## config.mk

```make
export PLATFORM = sky130hd
export DESIGN_NAME = mem_arbiter
export DESIGN_NICKNAME = d
export VERILOG_FILES = /design/src/rtl/mem_arb_pkg.sv /design/src/rtl/fill_counter.sv /design/src/rtl/mem_arbiter.sv
export SDC_FILE = /design/constraint.sdc
export NUM_CORES = 1
export LEC_CHECK = 0
export ABC_AREA = 1
export CAP_MARGIN = 25
export CORE_AREA = 4 4 79 81
export CTS_BUF_LIST = sky130_fd_sc_hd__clkbuf_4
export DETAILED_ROUTE_END_ITERATION = 6
export DIE_AREA = 0 0 83 85
export PLACE_DENSITY = 0.85
export REMOVE_ABC_BUFFERS = 1
export SLEW_MARGIN = 20
export SYNTH_ARGS = -nofsm -noshare
export SYNTH_HDL_FRONTEND = slang
export SYNTH_SLANG_ARGS = --single-unit
```

## constraint.sdc

```tcl
create_clock -name clk -period 1.7 [get_ports clk]
set_input_delay 0.34 -clock clk [delete_from_list [all_inputs] [get_ports clk]]
set_output_delay 0.34 -clock clk [all_outputs]
set_load 0.1 [all_outputs]
```

## src/rtl/mem_arb_pkg.sv

```systemverilog
// mem_arb_pkg: shared definitions for the I/D memory arbiter.
// Holds the FSM state encoding, block geometry, memory latency and the
// fill-address helper used by mem_arbiter and fill_counter.
package mem_arb_pkg;

  typedef enum logic [1:0] {
    ST_IDLE    = 2'd0,
    ST_I_FILL  = 2'd1,
    ST_D_FILL  = 2'd2,
    ST_D_WRITE = 2'd3
  } state_t;

  localparam int BLOCK_WORDS = 8;
  localparam int MEM_LATENCY = 4;
  localparam int WORD_BYTES  = 2;

  localparam int IDX_W = $clog2(BLOCK_WORDS);
  localparam int OFS_W = $clog2(WORD_BYTES);
  // Number of address bits that identify a block.
  localparam int BLK_W = 16 - IDX_W - OFS_W;

  // last_grant encoding.
  localparam logic GRANT_I = 1'b0;
  localparam logic GRANT_D = 1'b1;

  // Word address inside a block: block base, word index, zero byte offset.
  function automatic logic [15:0] fill_addr(input logic [BLK_W-1:0] blk,
                                            input logic [IDX_W-1:0] idx);
    return {blk, idx, {OFS_W{1'b0}}};
  endfunction

endpackage

```

## src/rtl/fill_counter.sv

```systemverilog
// fill_counter: word counter for one block, with clear/enable and a
// terminal-count flag raised while the count sits on the last word.
// Ports: clk, rst (sync, active-high), clr, en -> cnt, tc.
module fill_counter
  import mem_arb_pkg::*;
(
  input  logic             clk,
  input  logic             rst,
  input  logic             clr,
  input  logic             en,
  output logic [IDX_W-1:0] cnt,
  output logic             tc
);

  assign tc = (cnt == IDX_W'(BLOCK_WORDS - 1));

  always_ff @(posedge clk) begin
    if (rst || clr) begin
      cnt <= '0;
    end else if (en) begin
      cnt <= cnt + 1'b1;
    end
  end

endmodule

```

## src/rtl/mem_arbiter.sv

```systemverilog
// mem_arbiter: shares one main-memory port between an I-cache (block fills)
// and a D-cache (block fills or single-word writes) with alternating priority.
// Ports: clk, rst; i_req/i_addr; d_req/d_wr/d_addr/d_wdata; grants, valids,
// dones, fill_data/fill_idx; mem_addr/mem_en/mem_wr/mem_wdata; mem_rdata/mem_valid.
module mem_arbiter
  import mem_arb_pkg::*;
(
  input  logic        clk,
  input  logic        rst,
  input  logic        i_req,
  input  logic [15:0] i_addr,
  input  logic        d_req,
  input  logic        d_wr,
  input  logic [15:0] d_addr,
  input  logic [15:0] d_wdata,
  output logic        i_grant,
  output logic        d_grant,
  output logic        i_valid,
  output logic        d_valid,
  output logic        i_done,
  output logic        d_done,
  output logic [15:0] fill_data,
  output logic [2:0]  fill_idx,
  output logic [15:0] mem_addr,
  output logic        mem_en,
  output logic        mem_wr,
  output logic [15:0] mem_wdata,
  input  logic [15:0] mem_rdata,
  input  logic        mem_valid
);

  state_t           state;
  state_t           state_nx;
  logic             last_grant;
  logic [BLK_W-1:0] blk_q;
  logic             issue_done;

  logic             pick_d;
  logic             pick_i;
  logic             fill_st;
  logic             issue_en;
  logic             recv_en;
  logic             cnt_clr;
  logic [IDX_W-1:0] issue_cnt;
  logic [IDX_W-1:0] recv_cnt;
  logic             issue_tc;
  logic             recv_tc;

  // Byte offset within the block is irrelevant to I fills.
  logic unused_i_addr_lsb;
  assign unused_i_addr_lsb = ^i_addr[15-BLK_W:0];

  // D has priority on contention unless it won the previous transaction.
  assign pick_d   = d_req && (!i_req || (last_grant == GRANT_I));
  assign pick_i   = i_req && !pick_d;

  assign fill_st  = (state == ST_I_FILL) || (state == ST_D_FILL);
  // Reads are issued back to back until all words are out; the receive side
  // runs independently, driven only by returning data.
  assign issue_en = fill_st && !issue_done;
  assign recv_en  = fill_st && mem_valid;
  assign cnt_clr  = (state == ST_IDLE);

  fill_counter u_issue_cnt (
    .clk (clk),
    .rst (rst),
    .clr (cnt_clr),
    .en  (issue_en),
    .cnt (issue_cnt),
    .tc  (issue_tc)
  );

  fill_counter u_recv_cnt (
    .clk (clk),
    .rst (rst),
    .clr (cnt_clr),
    .en  (recv_en),
    .cnt (recv_cnt),
    .tc  (recv_tc)
  );

  always_ff @(posedge clk) begin
    if (rst) begin
      state      <= ST_IDLE;
      last_grant <= GRANT_I;
      blk_q      <= '0;
      issue_done <= 1'b0;
    end else begin
      state <= state_nx;
      if ((state == ST_IDLE) && (pick_d || pick_i)) begin
        last_grant <= pick_d ? GRANT_D : GRANT_I;
        blk_q      <= pick_d ? d_addr[15:16-BLK_W] : i_addr[15:16-BLK_W];
      end
      // The issue counter wraps after the last word; this flag stops further reads.
      if (cnt_clr) begin
        issue_done <= 1'b0;
      end else if (issue_en && issue_tc) begin
        issue_done <= 1'b1;
      end
    end
  end

  always_comb begin
    state_nx  = state;
    i_grant   = 1'b0;
    d_grant   = 1'b0;
    i_valid   = 1'b0;
    d_valid   = 1'b0;
    i_done    = 1'b0;
    d_done    = 1'b0;
    fill_data = '0;
    fill_idx  = '0;
    mem_addr  = '0;
    mem_en    = 1'b0;
    mem_wr    = 1'b0;
    mem_wdata = '0;

    case (state)
      ST_IDLE: begin
        if (pick_d) begin
          state_nx = d_wr ? ST_D_WRITE : ST_D_FILL;
        end else if (pick_i) begin
          state_nx = ST_I_FILL;
        end
      end

      ST_I_FILL, ST_D_FILL: begin
        i_grant = (state == ST_I_FILL);
        d_grant = (state == ST_D_FILL);
        if (issue_en) begin
          mem_en   = 1'b1;
          mem_addr = fill_addr(blk_q, issue_cnt);
        end
        if (mem_valid) begin
          fill_data = mem_rdata;
          fill_idx  = recv_cnt;
          i_valid   = (state == ST_I_FILL);
          d_valid   = (state == ST_D_FILL);
          // Last word closes the transaction in the cycle it arrives.
          if (recv_tc) begin
            i_done   = (state == ST_I_FILL);
            d_done   = (state == ST_D_FILL);
            state_nx = ST_IDLE;
          end
        end
      end

      ST_D_WRITE: begin
        d_grant   = 1'b1;
        d_done    = 1'b1;
        mem_en    = 1'b1;
        mem_wr    = 1'b1;
        mem_addr  = d_addr;
        mem_wdata = d_wdata;
        state_nx  = ST_IDLE;
      end

      default: state_nx = ST_IDLE;
    endcase
  end

endmodule
```

==> qor.json, run 1 <==
{
  "outcome": {"value": "complete, but fails checks"},
  "failed_checks": {"value": "setup timing"},
  "power_frac_clock": {"value": 3.7, "unit": "%"},
  "drt-total-wl": {"value": 10000, "unit": "um"},
  "post-route-util": {"value": 85.6, "unit": "%"},
  "grt_start_max_net_pins": {"value": 19},
  "io_buffer_count": {"value": 124},
  "start_util": {"value": 31.5, "unit": "%"},
  "final_critical_path_setup_slack": {"value": -0.591, "unit": "ns"},
  "design.core.area": {"value": 0.00547, "unit": "mm2"},
  "worst-endpoint-arrival": {"value": 1.95, "unit": "ns"},
  "critPathKind": {"value": "flop to primary output"},
  "critical_path_required_time": {"value": 1.36, "unit": "ns"},
  "synthTopCellsByArea": {"value": "nand2_1, dfxtp_1, inv_1, a21oi_1, ha_1"},
  "viasPerCell": {"value": 4.95},
  "final.fill_count": {"value": 267},
  "cell_internal_pwr": {"value": 3070, "unit": "uW"},
  "slowest_stage": {"value": "dfxtp_2"},
  "pin_count": {"value": 129},
  "tritoncts": {"value": "yes"},
  "vias": {"value": 2592},
  "synthDistinctLibCells": {"value": 20},
  "placement.setup.worst_slack": {"value": -0.297, "unit": "ns"},
  "synth.yosys.warnings": {"value": 0},
  "grt_antenna_before_repair": {"value": 0},
  "design_power_total": {"value": 6890, "unit": "uW"},
  "global_route_wire_length_before_repair": {"value": 13600, "unit": "um"},
  "placed_area": {"value": 0.00374, "unit": "mm2"},
  "crit_family": {"value": "buffers and inverters"},
  "avg_cell_area_syn": {"value": 5.73, "unit": "um2"},
  "vias_in_the_first_global_route": {"value": 2672},
  "die_x": {"value": 83, "unit": "um"},
  "post-dp-hpwl": {"value": 5520, "unit": "um"},
  "die_area": {"value": 0.00706, "unit": "mm2"},
  "cts_root_buf": {"value": "clkbuf_4"},
  "netSwitchingFraction": {"value": 55.5, "unit": "%"},
  "cts_hold_buffers": {"value": 0},
  "critPathBufInv": {"value": 5},
  "postSynthRegisterBits": {"value": 22},
  "cts_num_sinks": {"value": 22},
  "power_switching": {"value": 3820, "unit": "uW"},
  "unrepaired_setup_endpoints_after_global_routing": {"value": "true"},
  "drt_iter0_markers": {"value": 102},
  "drt_pre_antenna_iters": {"value": 4},
  "syn_inst": {"value": 301},
  "max-clock-path-buffers": {"value": 2},
  "report.final.hold_viol_count": {"value": 0},
  "synth_area_leader_cell": {"value": "nand2_1"},
  "setup.reg_to_reg.worst_slack": {"value": 0.04, "unit": "ns"},
  "power.ir.vdd_worst": {"value": 0.00129, "unit": "V"},
  "fin_nets": {"value": 535},
  "timing.critical_path.to_type": {"value": "primary output"},
  "maxSlewViolCount": {"value": 0},
  "worst_setup_path_start_kind": {"value": "flop"},
  "clkTransAtPathRegs": {"value": 0.13, "unit": "ns"},
  "grt_overflow_total": {"value": 0},
  "cts-buffers-inserted": {"value": 3},
  "grt_util_all_layers": {"value": 23.7, "unit": "%"},
  "mappedNetlistArea": {"value": 0.00173, "unit": "mm2"},
  "critical_path.max_fanout": {"value": 5},
  "power.share.sequential": {"value": 10.9, "unit": "%"},
  "path_cells": {"value": "inv_2 > ha_4 > inv_4 > nor2_4 > buf_6 > buf_12 > nand2_2 > a21oi_4 > buf_12"},
  "pwr_dens": {"value": 1470, "unit": "mW/mm2"},
  "cts-htree-levels": {"value": 1},
  "min_path_type": {"value": "flop to flop"},
  "worstMarginPinSlew": {"value": 0.487, "unit": "ns"},
  "die_h": {"value": 85, "unit": "um"},
  "drv_cap": {"value": 0},
  "synth.yosys.seq_area_share": {"value": 25.5, "unit": "%"},
  "std_cell_rows": {"value": 27},
  "fmax": {"value": 0.436, "unit": "GHz"},
  "synth.top_cell.area_share": {"value": 26.5, "unit": "%"},
  "maxSlewHeadroom": {"value": 67.4, "unit": "%"},
  "antennaDiodeCount": {"value": 0},
  "insertion_delay": {"value": 0.32, "unit": "ns"},
  "layout_worst_path_cycle_share": {"value": 135, "unit": "%"},
  "cp_max_stage_delay": {"value": 0.38, "unit": "ns"},
  "power.combinational.fraction": {"value": 85.4, "unit": "%"},
  "worst_clock_skew_on_the_final_layout": {"value": 0.00207, "unit": "ns"},
  "leakage": {"value": 0.00211, "unit": "uW"},
  "post_synthesis_to_final_layout_area_growth": {"value": 171, "unit": "%"},
  "drt_drc_violations_left": {"value": 0},
  "gp_routability_congestion": {"value": 0.862},
  "final_area": {"value": 0.00468, "unit": "mm2"},
  "crit_path_frequent_cell": {"value": "buf_12"},
  "drtAntennaViolNets": {"value": 0},
  "drt-wirelength-per-cell": {"value": 19.2, "unit": "um"},
  "post-route-min-period": {"value": 2.29, "unit": "ns"},
  "fin_tns_setup": {"value": -23.30, "unit": "ns"},
  "finalSetupViolCount": {"value": 59},
  "layout-drive-gt1-share": {"value": 47.8, "unit": "%"}
}
==> metal layers <==
metal | share of wire [%] | GRT usage (%) | wire (um)
met1 | 35 | 23.4 | 3510
met2 | 53 | 45.7 | 5320
met3 | 8.5 | 8.06 | 857
met4 | 3.7 | 8.77 | 367
met5 | 0 | 0 | 0
==> flip-flops by register name (all words and copies together), names as in the netlist <==
name,cells
blk_q,12
u_issue_cnt.cnt,3
u_recv_cnt.cnt,3
state,2
issue_done,1
last_grant,1
==> final cells by class <==
type | count | area (um2) | area share, %
clock buffer | 3 | 22.5 | 0.481
inverter | 51 | 206 | 4.41
tap | 72 | 90.1 | 1.92
timing repair buffer | 163 | 2290 | 49.0
multi-input combinational | 213 | 1630 | 34.8
sequential | 22 | 443 | 9.46
==> logic make-up (layout without fill, tap and decap cells) <==
| kind of cell | after synthesis | in the layout | share of synthesized area (%) |
|---|---|---|---|
| compound gates | 40 | 40 | 12.8 |
| fa+ha+maj | 11 | 11 | 7.98 |
| buf+inv | 66 | 217 | 16.8 |
| flops | 22 | 22 | 25.5 |
| simple gates | 162 | 162 | 36.8 |
==> final timing paths <==
kind                               from                             end  depth (start not counted)
setup / recovery  state[0]$_SDFFE_PP0P_                     mem_addr[8]                          9
hold / removal    blk_q[5]$_SDFFE_PP0P_           blk_q[5]$_SDFFE_PP0P_                          2
hold reg to reg   blk_q[5]$_SDFFE_PP0P_           blk_q[5]$_SDFFE_PP0P_                          2
setup reg to reg  state[0]$_SDFFE_PP0P_  u_recv_cnt.cnt[1]$_SDFFE_PP0P_                          7
==> synthesized netlist by cell type (all sizes together) <==
cell type  number
nand2         126
inv            51
a21oi          35
nor2           32
dfxtp          22
buf            12
ha             11
o21ai           4
clkbuf          3
nand3           3
a211oi          1
nor3            1
==> tightest hold or removal path, cell delays in order (launching register included) <==
cell and delay (ns):
dfxtp_1 0.34, nand2_1 0.06, a21oi_1 0.06
==> cells in the final DEF, fill, tap and decap left out, types with 16 or more instances in the layout <==
cell / count
a21oi_4: 18
buf_12: 65
buf_4: 20
clkdlybuf4s50_1: 64
dfxtp_1: 20
inv_1: 26
inv_2: 19
nand2_1: 87
nand2_2: 16
nand2_4: 22
nor2_4: 24
==> power by group through the flow <==
stage,combinational [uW],clock (uW),sequential (uW)
after floorplan,2340,0,715
after global placement,4020,0,709
after detailed placement,4090,0,717
after CTS,4850,253,716
after global routing,6110,273,763
final,5890,253,751
==> metrics by stage <==
step / instances / hold slack [ns]
3_5_place_dp: 502 / 0.457
4_1_cts: 514 / 0.476
2_1_floorplan: 286 / 0.402
6_report: 524 / 0.486
5_1_grt: 524 / 0.515
3_3_place_gp: 502 / 0.453
==> repair_timing <==
item | in CTS | in global routing
pin swaps | 6 | 23
cloned | 3 | 2
endpoints found under the setup margin | 58 | 58
hold endpoints to repair | 0 | 0
setup buffers | 6 | 8
gates resized for setup | 103 | 97
Note: power is estimated with default switching activity, not from simulation.
==> run 2, diff against run 1 <==
--- a/config.mk
+++ b/config.mk
@@ -11,9 +11,8 @@
 export CTS_BUF_LIST = sky130_fd_sc_hd__clkbuf_4
 export DETAILED_ROUTE_END_ITERATION = 6
 export DIE_AREA = 0 0 83 85
-export PLACE_DENSITY = 0.85
+export PLACE_DENSITY = 0.78
 export REMOVE_ABC_BUFFERS = 1
-export SLEW_MARGIN = 20
 export SYNTH_ARGS = -nofsm -noshare
 export SYNTH_HDL_FRONTEND = slang
 export SYNTH_SLANG_ARGS = --single-unit
==> run 2 against run 1 <==
- the flow still finishes with violations (setup timing)
- non-clock buffer count fell by 6
- wire length is 17% lower
- critical path depth did not move
- sequential power about the same
- die area did not move
- flip-flop and latch count did not move
- critical path type unchanged
==> qor.json, run 2 (synthesized netlist as in run 1, its figures left out) <==
{
  "die_area": {"value": 0.00706, "unit": "mm2", "change": "unchanged"},
  "min_path_type": {"value": "flop to flop"},
  "critPathKind": {"value": "flop to primary output"},
  "drt-wirelength-per-cell": {"value": 16.2, "unit": "um", "change": "-16%"},
  "die_h": {"value": 85, "unit": "um", "change": "unchanged"},
  "power_frac_clock": {"value": 6.6, "unit": "%", "change": "+2.9 points"},
  "die_x": {"value": 83, "unit": "um", "change": "unchanged"},
  "grt_antenna_before_repair": {"value": 0, "change": "unchanged"},
  "power.combinational.fraction": {"value": 81.8, "unit": "%", "change": "-3.6 points"},
  "failed_checks": {"value": "setup timing"},
  "global_route_wire_length_before_repair": {"value": 13500, "unit": "um", "change": "-0.41%"},
  "leakage": {"value": 0.00200, "unit": "uW", "change": "-4.8%"},
  "worst_clock_skew_on_the_final_layout": {"value": 0.00271, "unit": "ns", "change": "+0.000635 ns"},
  "largest_register": {"value": "blk_q"},
  "design.core.area": {"value": 0.00547, "unit": "mm2", "change": "unchanged"},
  "drtAntennaViolNets": {"value": 0, "change": "unchanged"},
  "post-dp-hpwl": {"value": 5210, "unit": "um", "change": "-5.6%"},
  "timing.critical_path.to_type": {"value": "primary output"},
  "worst-endpoint-arrival": {"value": 1.87, "unit": "ns", "change": "-0.08 ns"},
  "viasPerCell": {"value": 4.72, "change": "-4.6%"},
  "io_buffer_count": {"value": 124, "change": "unchanged"},
  "worstMarginPinSlew": {"value": 0.534, "unit": "ns", "change": "+0.0466 ns"},
  "regArea": {"value": 443, "unit": "um2", "change": "unchanged"},
  "gp_routability_congestion": {"value": 0.863, "change": "+0.14%"},
  "grt_util_all_layers": {"value": 23.7, "unit": "%", "change": "-0.037 points"},
  "cts_root_buf": {"value": "clkbuf_4"},
  "report.final.hold_viol_count": {"value": 0, "change": "unchanged"},
  "slowest_stage": {"value": "dfxtp_2"},
  "worst_setup_path_start_kind": {"value": "flop"},
  "drv_cap": {"value": 0, "change": "unchanged"},
  "post-route-min-period": {"value": 2.21, "unit": "ns", "change": "-0.0816 ns"},
  "cell_internal_pwr": {"value": 2930, "unit": "uW", "change": "-4.7%"},
  "cp_max_stage_delay": {"value": 0.37, "unit": "ns", "change": "about the same"},
  "cts_hold_buffers": {"value": 0, "change": "unchanged"},
  "clkTransAtPathRegs": {"value": 0.14, "unit": "ns", "change": "about the same"},
  "unrepaired_setup_endpoints_after_global_routing": {"value": "true"},
  "largest_registers": {"value": "blk_q: 12 flops, u_issue_cnt.cnt: 3 flops, u_recv_cnt.cnt: 3 flops"},
  "finalSetupViolCount": {"value": 58, "change": "-1.7%"},
  "critPathBufInv": {"value": 5, "change": "unchanged"},
  "drt-total-wl": {"value": 8390, "unit": "um", "change": "-17%"},
  "outcome": {"value": "complete, but fails checks"},
  "critical_path.max_fanout": {"value": 6, "change": "+1"},
  "final_area": {"value": 0.00446, "unit": "mm2", "change": "-4.8%"},
  "crit_family": {"value": "buffers and inverters"},
  "pwr_dens": {"value": 1440, "unit": "mW/mm2", "change": "-1.8%"},
  "layout.cells.most_common": {"value": "nand2_1"},
  "start_util": {"value": 31.5, "unit": "%", "change": "unchanged"},
  "vias": {"value": 2448, "change": "-5.6%"},
  "max-clock-path-buffers": {"value": 2, "change": "unchanged"},
  "crit_path_frequent_cell": {"value": "inv_2"},
  "power.ir.vdd_worst": {"value": 0.00129, "unit": "V", "change": "-0.46%"},
  "maxSlewHeadroom": {"value": 64.3, "unit": "%", "change": "-3.1 points"},
  "path_cells": {"value": "inv_2 > ha_4 > inv_2 > nor2_4 > buf_6 > nand2_4 > a21oi_2 > buf_4 > buf_12"},
  "post_synthesis_to_final_layout_area_growth": {"value": 158, "unit": "%"},
  "most-common-layout-cells": {"value": "nand2_1, clkdlybuf4s50_1, buf_12, inv_1, nor2_4"},
  "drt_drc_violations_left": {"value": 0, "change": "unchanged"},
  "multi_input_area": {"value": 0.00145, "unit": "mm2", "change": "-11%"},
  "netSwitchingFraction": {"value": 54.6, "unit": "%", "change": "-0.88 points"},
  "layout_worst_path_cycle_share": {"value": 130, "unit": "%", "change": "-4.8 points"},
  "placement.setup.worst_slack": {"value": -0.302, "unit": "ns", "change": "-0.00525 ns"},
  "cts-htree-levels": {"value": 1, "change": "unchanged"},
  "insertion_delay": {"value": 0.33, "unit": "ns", "change": "about the same"},
  "final.fill_count": {"value": 316, "change": "+18%"},
  "drt_pre_antenna_iters": {"value": 4, "change": "unchanged"},
  "power_switching": {"value": 3520, "unit": "uW", "change": "-8.0%"},
  "fmax": {"value": 0.453, "unit": "GHz", "change": "+3.7%"},
  "antennaDiodeCount": {"value": 0, "change": "unchanged"},
  "pin_count": {"value": 129, "change": "unchanged"},
  "drt_iter0_markers": {"value": 79, "change": "-23%"},
  "critical_path_required_time": {"value": 1.36, "unit": "ns", "change": "about the same"},
  "maxSlewViolCount": {"value": 0, "change": "unchanged"},
  "grt_start_max_net_pins": {"value": 16, "change": "-3"},
  "cts-buffers-inserted": {"value": 3, "change": "unchanged"},
  "vias_in_the_first_global_route": {"value": 2651, "change": "-0.79%"},
  "placed_area": {"value": 0.00373, "unit": "mm2", "change": "-0.27%"},
  "fin_nets": {"value": 529, "change": "-1.1%"},
  "std_cell_rows": {"value": 27, "change": "unchanged"},
  "grt_overflow_total": {"value": 0, "change": "unchanged"},
  "timing.hold.ws": {"value": 0.488, "unit": "ns", "change": "+0.00188 ns"},
  "final_critical_path_setup_slack": {"value": -0.509, "unit": "ns", "change": "+0.0816 ns"},
  "power.share.sequential": {"value": 11.6, "unit": "%", "change": "+0.7 points"},
  "cts_num_sinks": {"value": 22, "change": "unchanged"},
  "flip_flop_count_of_the_largest_register_after_layout": {"value": 12, "change": "unchanged"},
  "tritoncts": {"value": "yes"},
  "layout-drive-gt1-share": {"value": 42.3, "unit": "%", "change": "-5.5 points"}
}
## run 2: per-layer routing
layer  share of wire (%)  global-route usage [%]
met4                 1.4                    4.61
met3                 9.4                    8.93
met5                   0                       0
met2                  54                    46.0
met1                  36                    24.1
## run 2: timing repair
item | 4_1_cts | 5_1_grt
gates cloned | 6 | 0
pin swaps | 9 | 15
buffers inserted | 8 | 3
resized for setup | 116 | 32
hold endpoints to repair | 0 | 0
setup endpoints to repair | 58 | 59
## run 2: power by group through the flow
stage / Clock, uW / Combinational (uW) / Sequential [uW]
after CTS: 434 / 5170 / 722
after detailed placement: 0 / 3990 / 719
final: 427 / 5270 / 748
after global routing: 451 / 5500 / 758
after floorplan: 0 / 2340 / 715
after global placement: 0 / 3930 / 711
## run 2: final timing paths
path | from | to | slack (ns) | cells past startpoint
worst max-delay path | state[1]$_SDFFE_PP0P_ | mem_addr[13] | -0.51 | 9
worst min register to register | blk_q[4]$_SDFFE_PP0P_ | blk_q[4]$_SDFFE_PP0P_ | 0.49 | 2
worst max register to register | state[1]$_SDFFE_PP0P_ | u_recv_cnt.cnt[2]$_SDFFE_PP0P_ | 0.17 | 7
worst min-delay path | blk_q[4]$_SDFFE_PP0P_ | blk_q[4]$_SDFFE_PP0P_ | 0.49 | 2
## run 2: metrics by stage
stage                     instances  utilization, %  TNS (ns)  total power [uW]
after detailed placement        504            68.1     -8.12              4710
final                           519            81.5    -21.55              6440
after global placement          504            68.1     -6.28              4640
after CTS                       521            80.1    -21.19              6330
after floorplan                 286               -    -81.95              3060
after global routing            519            81.5    -24.97              6710
## run 2: final cells by class
class	count	area share [%]
multi-input cells	213	32.4
clock buffers	3	0.505
flip-flops and latches	22	9.94
well taps	72	2.02
clock inverters	1	0.674
inverters	51	4.35
repair buffers	157	50.1
## run 2: worst min-delay path, stage by stage, from the launching register on
cell and delay (ns):
dfxtp_1 0.34, nand2_1 0.06, a21oi_1 0.06
